<file path="src/rtl/systolic_array_sequencer.sv">
`default_nettype none
// ============================================================================
// systolic_array_sequencer: schedules one N x N output-stationary matmul job
// Revision: 1.0
// ============================================================================
module systolic_array_sequencer #(
  parameter int N      = 4,
  parameter int AW     = 2,
  parameter int WARMUP = 3,
  parameter int PE_LAT = 4,
  parameter int DRAIN  = 2*N + PE_LAT
) (
  input  logic            clk,
  input  logic            rst_n,
  input  logic            start,
  output logic            busy,
  output logic            done,
  output logic            a_rd_en,
  output logic [AW-1:0]   a_rd_addr,
  input  logic [N*32-1:0] a_rd_data,
  output logic            b_rd_en,
  output logic [AW-1:0]   b_rd_addr,
  input  logic [N*32-1:0] b_rd_data,
  output logic            array_rst_n,
  output logic [N*32-1:0] array_left,
  output logic [N*32-1:0] array_top,
  output logic [AW-1:0]   res_row_sel,
  output logic            res_we,
  output logic [AW-1:0]   res_addr
);

  localparam int CW = $clog2(WARMUP + N + DRAIN + 2);
  localparam logic [CW-1:0] C_WARM_LAST  = CW'(WARMUP - 1);
  localparam logic [CW-1:0] C_N_LAST     = CW'(N - 1);
  localparam logic [CW-1:0] C_DRAIN_LAST = CW'(DRAIN - 1);

  typedef enum logic [2:0] {
    S_IDLE  = 3'd0,
    S_CLEAR = 3'd1,
    S_WARM  = 3'd2,
    S_FEED  = 3'd3,
    S_DRAIN = 3'd4,
    S_READ  = 3'd5,
    S_FIN   = 3'd6
  } state_e;

  state_e        state_q, state_d;
  logic [CW-1:0] cnt_q, cnt_d;
  logic          busy_q, busy_d;
  logic          done_q, done_d;
  logic          clear_n_q, clear_n_d;
  logic          rd_en_q, rd_en_d;
  logic [AW-1:0] rd_addr_q, rd_addr_d;
  logic          res_we_q, res_we_d;
  logic [AW-1:0] res_addr_q, res_addr_d;
  logic          valid_q, valid_d;

  // Outputs are derived from the next state so that they are registered yet
  // line up with the state they describe.
  always_comb begin
    state_d = state_q;
    cnt_d   = cnt_q + CW'(1);
    unique case (state_q)
      S_IDLE: begin
        cnt_d = '0;
        if (start) state_d = S_CLEAR;
      end
      S_CLEAR: begin
        cnt_d   = '0;
        state_d = (WARMUP == 0) ? S_FEED : S_WARM;
      end
      S_WARM: begin
        if (cnt_q == C_WARM_LAST) begin
          state_d = S_FEED;
          cnt_d   = '0;
        end
      end
      S_FEED: begin
        if (cnt_q == C_N_LAST) begin
          state_d = S_DRAIN;
          cnt_d   = '0;
        end
      end
      S_DRAIN: begin
        if (cnt_q == C_DRAIN_LAST) begin
          state_d = S_READ;
          cnt_d   = '0;
        end
      end
      S_READ: begin
        if (cnt_q == C_N_LAST) begin
          state_d = S_FIN;
          cnt_d   = '0;
        end
      end
      S_FIN: begin
        cnt_d   = '0;
        state_d = S_IDLE;
      end
      default: begin
        cnt_d   = '0;
        state_d = S_IDLE;
      end
    endcase

    busy_d     = (state_d != S_IDLE) && (state_d != S_FIN);
    done_d     = (state_d == S_FIN);
    clear_n_d  = (state_d != S_CLEAR);
    rd_en_d    = (state_d == S_FEED);
    rd_addr_d  = rd_en_d ? AW'(cnt_d) : '0;
    res_we_d   = (state_d == S_READ);
    res_addr_d = res_we_d ? AW'(cnt_d) : '0;
    valid_d    = rd_en_q;
  end

  always_ff @(posedge clk or negedge rst_n) begin
    if (!rst_n) begin
      state_q    <= S_IDLE;
      cnt_q      <= '0;
      busy_q     <= 1'b0;
      done_q     <= 1'b0;
      clear_n_q  <= 1'b1;
      rd_en_q    <= 1'b0;
      rd_addr_q  <= '0;
      res_we_q   <= 1'b0;
      res_addr_q <= '0;
      valid_q    <= 1'b0;
    end else begin
      state_q    <= state_d;
      cnt_q      <= cnt_d;
      busy_q     <= busy_d;
      done_q     <= done_d;
      clear_n_q  <= clear_n_d;
      rd_en_q    <= rd_en_d;
      rd_addr_q  <= rd_addr_d;
      res_we_q   <= res_we_d;
      res_addr_q <= res_addr_d;
      valid_q    <= valid_d;
    end
  end

  // Lane i: one masking stage plus i delay stages gives the diagonal skew;
  // unfed cycles shift in exact zeros.
  for (genvar i = 0; i < N; i++) begin : g_lane
    logic [31:0] a_pipe_d [0:i];
    logic [31:0] a_pipe_q [0:i];
    logic [31:0] b_pipe_d [0:i];
    logic [31:0] b_pipe_q [0:i];

    always_comb begin
      a_pipe_d[0] = valid_q ? a_rd_data[32*i +: 32] : 32'h0;
      b_pipe_d[0] = valid_q ? b_rd_data[32*i +: 32] : 32'h0;
      for (int s = 1; s <= i; s++) begin
        a_pipe_d[s] = a_pipe_q[s-1];
        b_pipe_d[s] = b_pipe_q[s-1];
      end
    end

    always_ff @(posedge clk or negedge rst_n) begin
      if (!rst_n) begin
        for (int s = 0; s <= i; s++) begin
          a_pipe_q[s] <= 32'h0;
          b_pipe_q[s] <= 32'h0;
        end
      end else begin
        for (int s = 0; s <= i; s++) begin
          a_pipe_q[s] <= a_pipe_d[s];
          b_pipe_q[s] <= b_pipe_d[s];
        end
      end
    end

    assign array_left[32*i +: 32] = a_pipe_q[i];
    assign array_top[32*i +: 32]  = b_pipe_q[i];
  end

  assign busy        = busy_q;
  assign done        = done_q;
  assign a_rd_en     = rd_en_q;
  assign b_rd_en     = rd_en_q;
  assign a_rd_addr   = rd_addr_q;
  assign b_rd_addr   = rd_addr_q;
  assign array_rst_n = rst_n & clear_n_q;
  assign res_we      = res_we_q;
  assign res_addr    = res_addr_q;
  assign res_row_sel = res_addr_q;

endmodule
`default_nettype wire
</file>
<file path="config.mk">
export PLATFORM = sky130hd
export DESIGN_NAME = systolic_array_sequencer
export DESIGN_NICKNAME = d
export VERILOG_FILES = /design/src/rtl/systolic_array_sequencer.sv
export SDC_FILE = /design/constraint.sdc
export NUM_CORES = 1
export LEC_CHECK = 0
export BUFFER_PORTS_ARGS = -buffer_cell sky130_fd_sc_hd__clkbuf_2
export CAP_MARGIN = 20
export CORE_MARGIN = 5
export CORE_UTILIZATION = 45
export DETAILED_ROUTE_END_ITERATION = 7
export PLACE_DENSITY = 0.75
export SKIP_LAST_GASP = 1
export SLEW_MARGIN = 20
export SYNTH_ARGS = -nofsm -noshare
export SYNTH_HDL_FRONTEND = slang
export SYNTH_SLANG_ARGS = --single-unit
</file>
<file path="constraint.sdc">
create_clock -name clk -period 3 [get_ports clk]
set_input_delay 0.15 -clock clk [delete_from_list [all_inputs] [get_ports clk]]
set_output_delay 0.15 -clock clk [all_outputs]
set_load 0.005 [all_outputs]
</file>
; After elaboration in Yosys (flattened, before gate mapping)
; Index checks and enable logic that the tools add are counted.
[word_totals]
reg_bits = 658
out_inout_bits = 270
wordCells = 69
[classes]
n_addsub = 1
eq_ne = 13
muxes = 20
bitwise = 1
reduce_logical = 4
[op_table]
columns = cell, n
row1 = $mux W32, 8
row2 = $pmux W3 S6, 1
row3 = $mux W3, 5
row4 = $mux W5, 3
row5 = $pmux W5 S3, 1
row6 = $eq A3 B3 Y1 const B, 4
row7 = $eq A5 B2 Y1 const B, 2
row8 = $eq A3 B2 Y1 const B, 3
row9 = $add A5 B1 Y5 const B, 1
row10 = $eq A5 B4 Y1 const B, 1
row11 = $mux W2, 2
row12 = $eq A3 B1 Y1 const B, 1
row13 = $logic_not A3 Y1, 1
row14 = $ne A3 B1 Y1 const B, 1
row15 = $ne A3 B3 Y1 const B, 1
row16 = $reduce_bool A3 Y1, 1
row17 = $reduce_or A2 Y1, 1
row18 = $and A1 B1 Y1, 1
row19 = $logic_and A1 B1 Y1, 1

; Depth between registers and ports, before layout
[depth]
word_depth = 5
mapped_depth = 5

; Least setup slack after synthesis
; OpenSTA, ideal clock, no wires.
[synth_timing]
path_type = flip-flop to flip-flop
start = register cnt_q[0]
end = register state_q[1]
arrival_ns = 1.589
setup_slack_ns = 1.337
path_stages_with_launch = 6
n_path_buf = 1
synth_period_minus_slack_ns = 1.663
path_cell_list = dfrtp_1 > ha_1 > or4b_4 > buf_6 > mux2_4 > o21ai_2
[synth_between]
elab_chain_len = 3
elab_cells_between_ends = 8
[synth_lines]
columns = element, line_no
row1 = from (decl), 48  ; logic [CW-1:0] cnt_q, cnt_d;
row2 = from (signal assigned), 130  ; cnt_q <= cnt_d;
row3 = "$eq A5 B2 Y1, or another cell as far along", "79, 91"
row4 = "$mux W3, on equally long branches", -
row5 = $pmux W3 S6 (*), 63  ; unique case (state_q)
row6 = via state_d[1], 47  ; state_e state_q, state_d;
row7 = to (signal assigned), 129  ; state_q <= state_d;
row8 = to (decl), 47
; The timed path passes the listed nets; every way through them passes the cells marked *.

; Final worst setup path
[layout_timing]
start = register cnt_q[0]
end = register cnt_q[3]
[layout_between]
elab_chain_len = 3
elab_cells_between_ends = 8
[layout_lines]
columns = element, line_no
row1 = "$add A5 B1 Y5, or another cell as far along", 62  ; cnt_d = cnt_q + CW'(1);
row2 = "$mux W5, on equally long branches", -
row3 = $pmux W5 S3 (*), 63
row4 = via cnt_d[3], 48
; Marked as above.

==> flow_summary.json <==
{
  "synth_flop_cell": "dfrtp_1",
  "rows": 74,
  "grt_max_degree": 112,
  "syn-cell-area_um2": 18590,
  "worstSetupPathType": "flop to flop",
  "drt_iter0_drc": 640,
  "synth_top_area_share_pct": 88.43,
  "place.gp.congestion": 0.8399,
  "clkSinkCount": 658,
  "yosys_warnings": 0,
  "start_util_pct": 45.53,
  "path_max_fanout": 8,
  "dpl.hpwl_um": 27990,
  "p_total_mw": 21.10,
  "fin_skew_ns": 0.01609,
  "fin_tns_setup_ns": 0,
  "drcViolationCount": 0,
  "die_h_um": 213.3,
  "synth-seq-cells": 658,
  "ios": 529,
  "ys_top_cells_by_count": "657 x dfrtp_1, 257 x and2_1, 30 x clkbuf_1",
  "report.final.hold_viol_count": 0,
  "post_cts_buffers": 0,
  "core-area_um2": 40830,
  "worstSetupEndpointType": "flop",
  "wl_per_cell_um": 19.49,
  "layout-drive-gt1-share_pct": 34.60,
  "arrival_ns": 2.40,
  "yosysUniqueCellTypes": 35,
  "cpMaxStageDelayCell": "nor4b_1",
  "status": "finished, final reports clean",
  "avgSynthCellArea_um2": 18.59,
  "postCtsHoldBufs": 258,
  "irDropWorstVdd_v": 0.0005391,
  "cp.required_ns": 3.45,
  "areaGrowthSynthToFinish_pct": 42.59,
  "io_buffers": 528,
  "grt_overflow": 0,
  "grt_pass1_wl_um": 71280,
  "cp-start-kind": "flop",
  "cts_tree": "built",
  "slew_violations": 0,
  "die-area_um2": 45480,
  "yosys-top-cells-area": "dfrtp_1 88%, and2_1 8.6%, clkbuf_1 0.61%",
  "syn_inst": 1000,
  "timing.final.crit_share_pct": 65.05,
  "worst_slew_pin_slew_ns": 0.8439,
  "post-synth-top-count-cell": "dfrtp_1",
  "cts_resized": 0,
  "cts_buffer_depth": 3,
  "synthArstFlopShare_pct": 100.0,
  "path_cells": "inv_1, ha_1, nor4b_1, o32a_1, a21oi_1",
  "h-tree-depth": 2,
  "setup_violations": 0,
  "clk_pin_slew_ns": 0.07,
  "cap_violations": 0,
  "relSlewSlack_pct": 43.74,
  "synth_edf_count": 0,
  "rsz0062_at_grt": "false",
  "clockRootBuffer": "clkbuf_16",
  "syn-num-nets": 1261,
  "hp-class": "primary input to asynchronous set/reset pin",
  "synth.largest_area_cell": "dfrtp_1",
  "finalCriticalPeriod_ns": 1.952,
  "powerDensity_nw_per_um2": 795.9,
  "cpPeakStageDelay_ns": 0.60,
  "track_usage_pct": 20.60,
  "antenna_found_initial": 14,
  "drt-vias-per-instance": 4.470,
  "drt-total-wl_um": 47090,
  "antenna_left": 0,
  "p_leak_nw": 14.20,
  "fmax_ghz": 0.5124,
  "clk_latency_ns": 0.60,
  "cts_buffers": 60,
  "num-nets-final": 2084,
  "die_w_um": 213.3,
  "yosysSeqAreaShare_pct": 88.57,
  "grt_pass1_vias": 12470,
  "vias": 10800,
  "first_pass_iters": 4
}
==> sequential cells by signal, indices dropped and copies added, names as in the netlist, 2 cells and up <==
name	count
g_lane.b_pipe_d	192
array_left	96
state_q	3
array_top	96
g_lane.b_pipe_q	32
g_lane.a_pipe_d	192
g_lane.a_pipe_q	32
cnt_q	5
a_rd_addr	2
res_addr	2
==> metrics by stage <==
step	instances	utilization, %	hold slack [ns]	cell area, um2	setup slack, ns
after global routing	2413	64.90	0.1981	26500	0.9968
after detailed placement	2035	53.70	0.1963	21920	1.106
after CTS	2405	64.86	0.1508	26480	1.109
after floorplan	1000	-	-0.1456	18590	1.337
after global placement	2035	53.70	0.1869	21920	1.288
final	2416	64.92	0.1526	26510	1.048
==> placed cells by master (no fill, tap or decap), drive strengths merged <==
master	n
a211oi	4
a21o	1
a21oi	6
a22oi	2
and2	257
and3b	2
and4bb	1
buf	13
clkbuf	616
clkinv	16
clkinvlp	5
dfrtp	657
dfstp	1
diode	11
dlygate4sd3	258
ha	2
inv	6
mux2	1
mux2i	1
nand2	2
nand2b	2
nand3	2
nor2	1
nor3	1
nor3b	2
nor4	1
nor4b	1
o21ai	3
o21bai	1
o311ai	1
o32a	1
or2	1
or3b	1
or4b	1
xnor2	1
xor2	2
==> routing by layer <==
metal  global-route usage [%]  routed length (um)
met1                    24.77               17040
met2                    34.65               24610
met3                    5.818                3117
met4                    9.825                2278
met5                        0                  37
==> path summary, 6_finish.rpt <==
path,cells past startpoint,from,slack [ns],endpoint
min in group clk,3,a_rd_data[66],0.30,g_lane[2].a_pipe_d[34]
worst max-delay path,5,cnt_q[0],1.05,cnt_q[3]
worst min-delay path,2,rst_n,0.15,g_lane[3].a_pipe_d[52]
worst max register to register,5,cnt_q[0],1.05,cnt_q[3]
max in group asynchronous,3,rst_n,1.82,array_top[34]
worst min register to register,0,g_lane[2].a_pipe_d[20],0.34,array_left[84]
==> cell type report <==
type	count	area, um2
clock inverters	23	161.4
flip-flops and latches	658	16470
clock buffers	89	1813
multi-input cells	301	1943
inverters	4	15.01
diodes	11	27.53
well taps	532	665.6
repair buffers	798	5413
fillers	2635	14320
==> kinds of logic after synthesis <==
logic type,after synthesis,synth area share (%)
AOI/OAI and AO/OA,19,0.7067
adders and majority gates,2,0.1346
DFF,658,88.57
buffers and inverters,41,0.9758
and+or+nand+nor,275,9.334
xor gates and xnor gates,3,0.1414
muxes,2,0.1346
==> report_power, final <==
| group | internal [mW] | total (mW) | leakage [nW] | switching (mW) |
|---|---|---|---|---|
| sequential | 10.5 | 11.2 | 8.89 | 0.705 |
| clock | 4.20 | 7.43 | 0.968 | 3.23 |
| combinational | 1.21 | 2.48 | 4.34 | 1.27 |
| total | 15.9 | 21.1 | 14.2 | 5.20 |
==> critical path, delay by kind of cell, from the launching register on <==
family | cells | cell delay, ns
simple gates | 1 | 0.60
compound gates | 2 | 0.55
flops | 1 | 0.44
fa+ha+maj | 1 | 0.13
buf+inv | 1 | 0.09
Power figures use the tool's default switching activity.
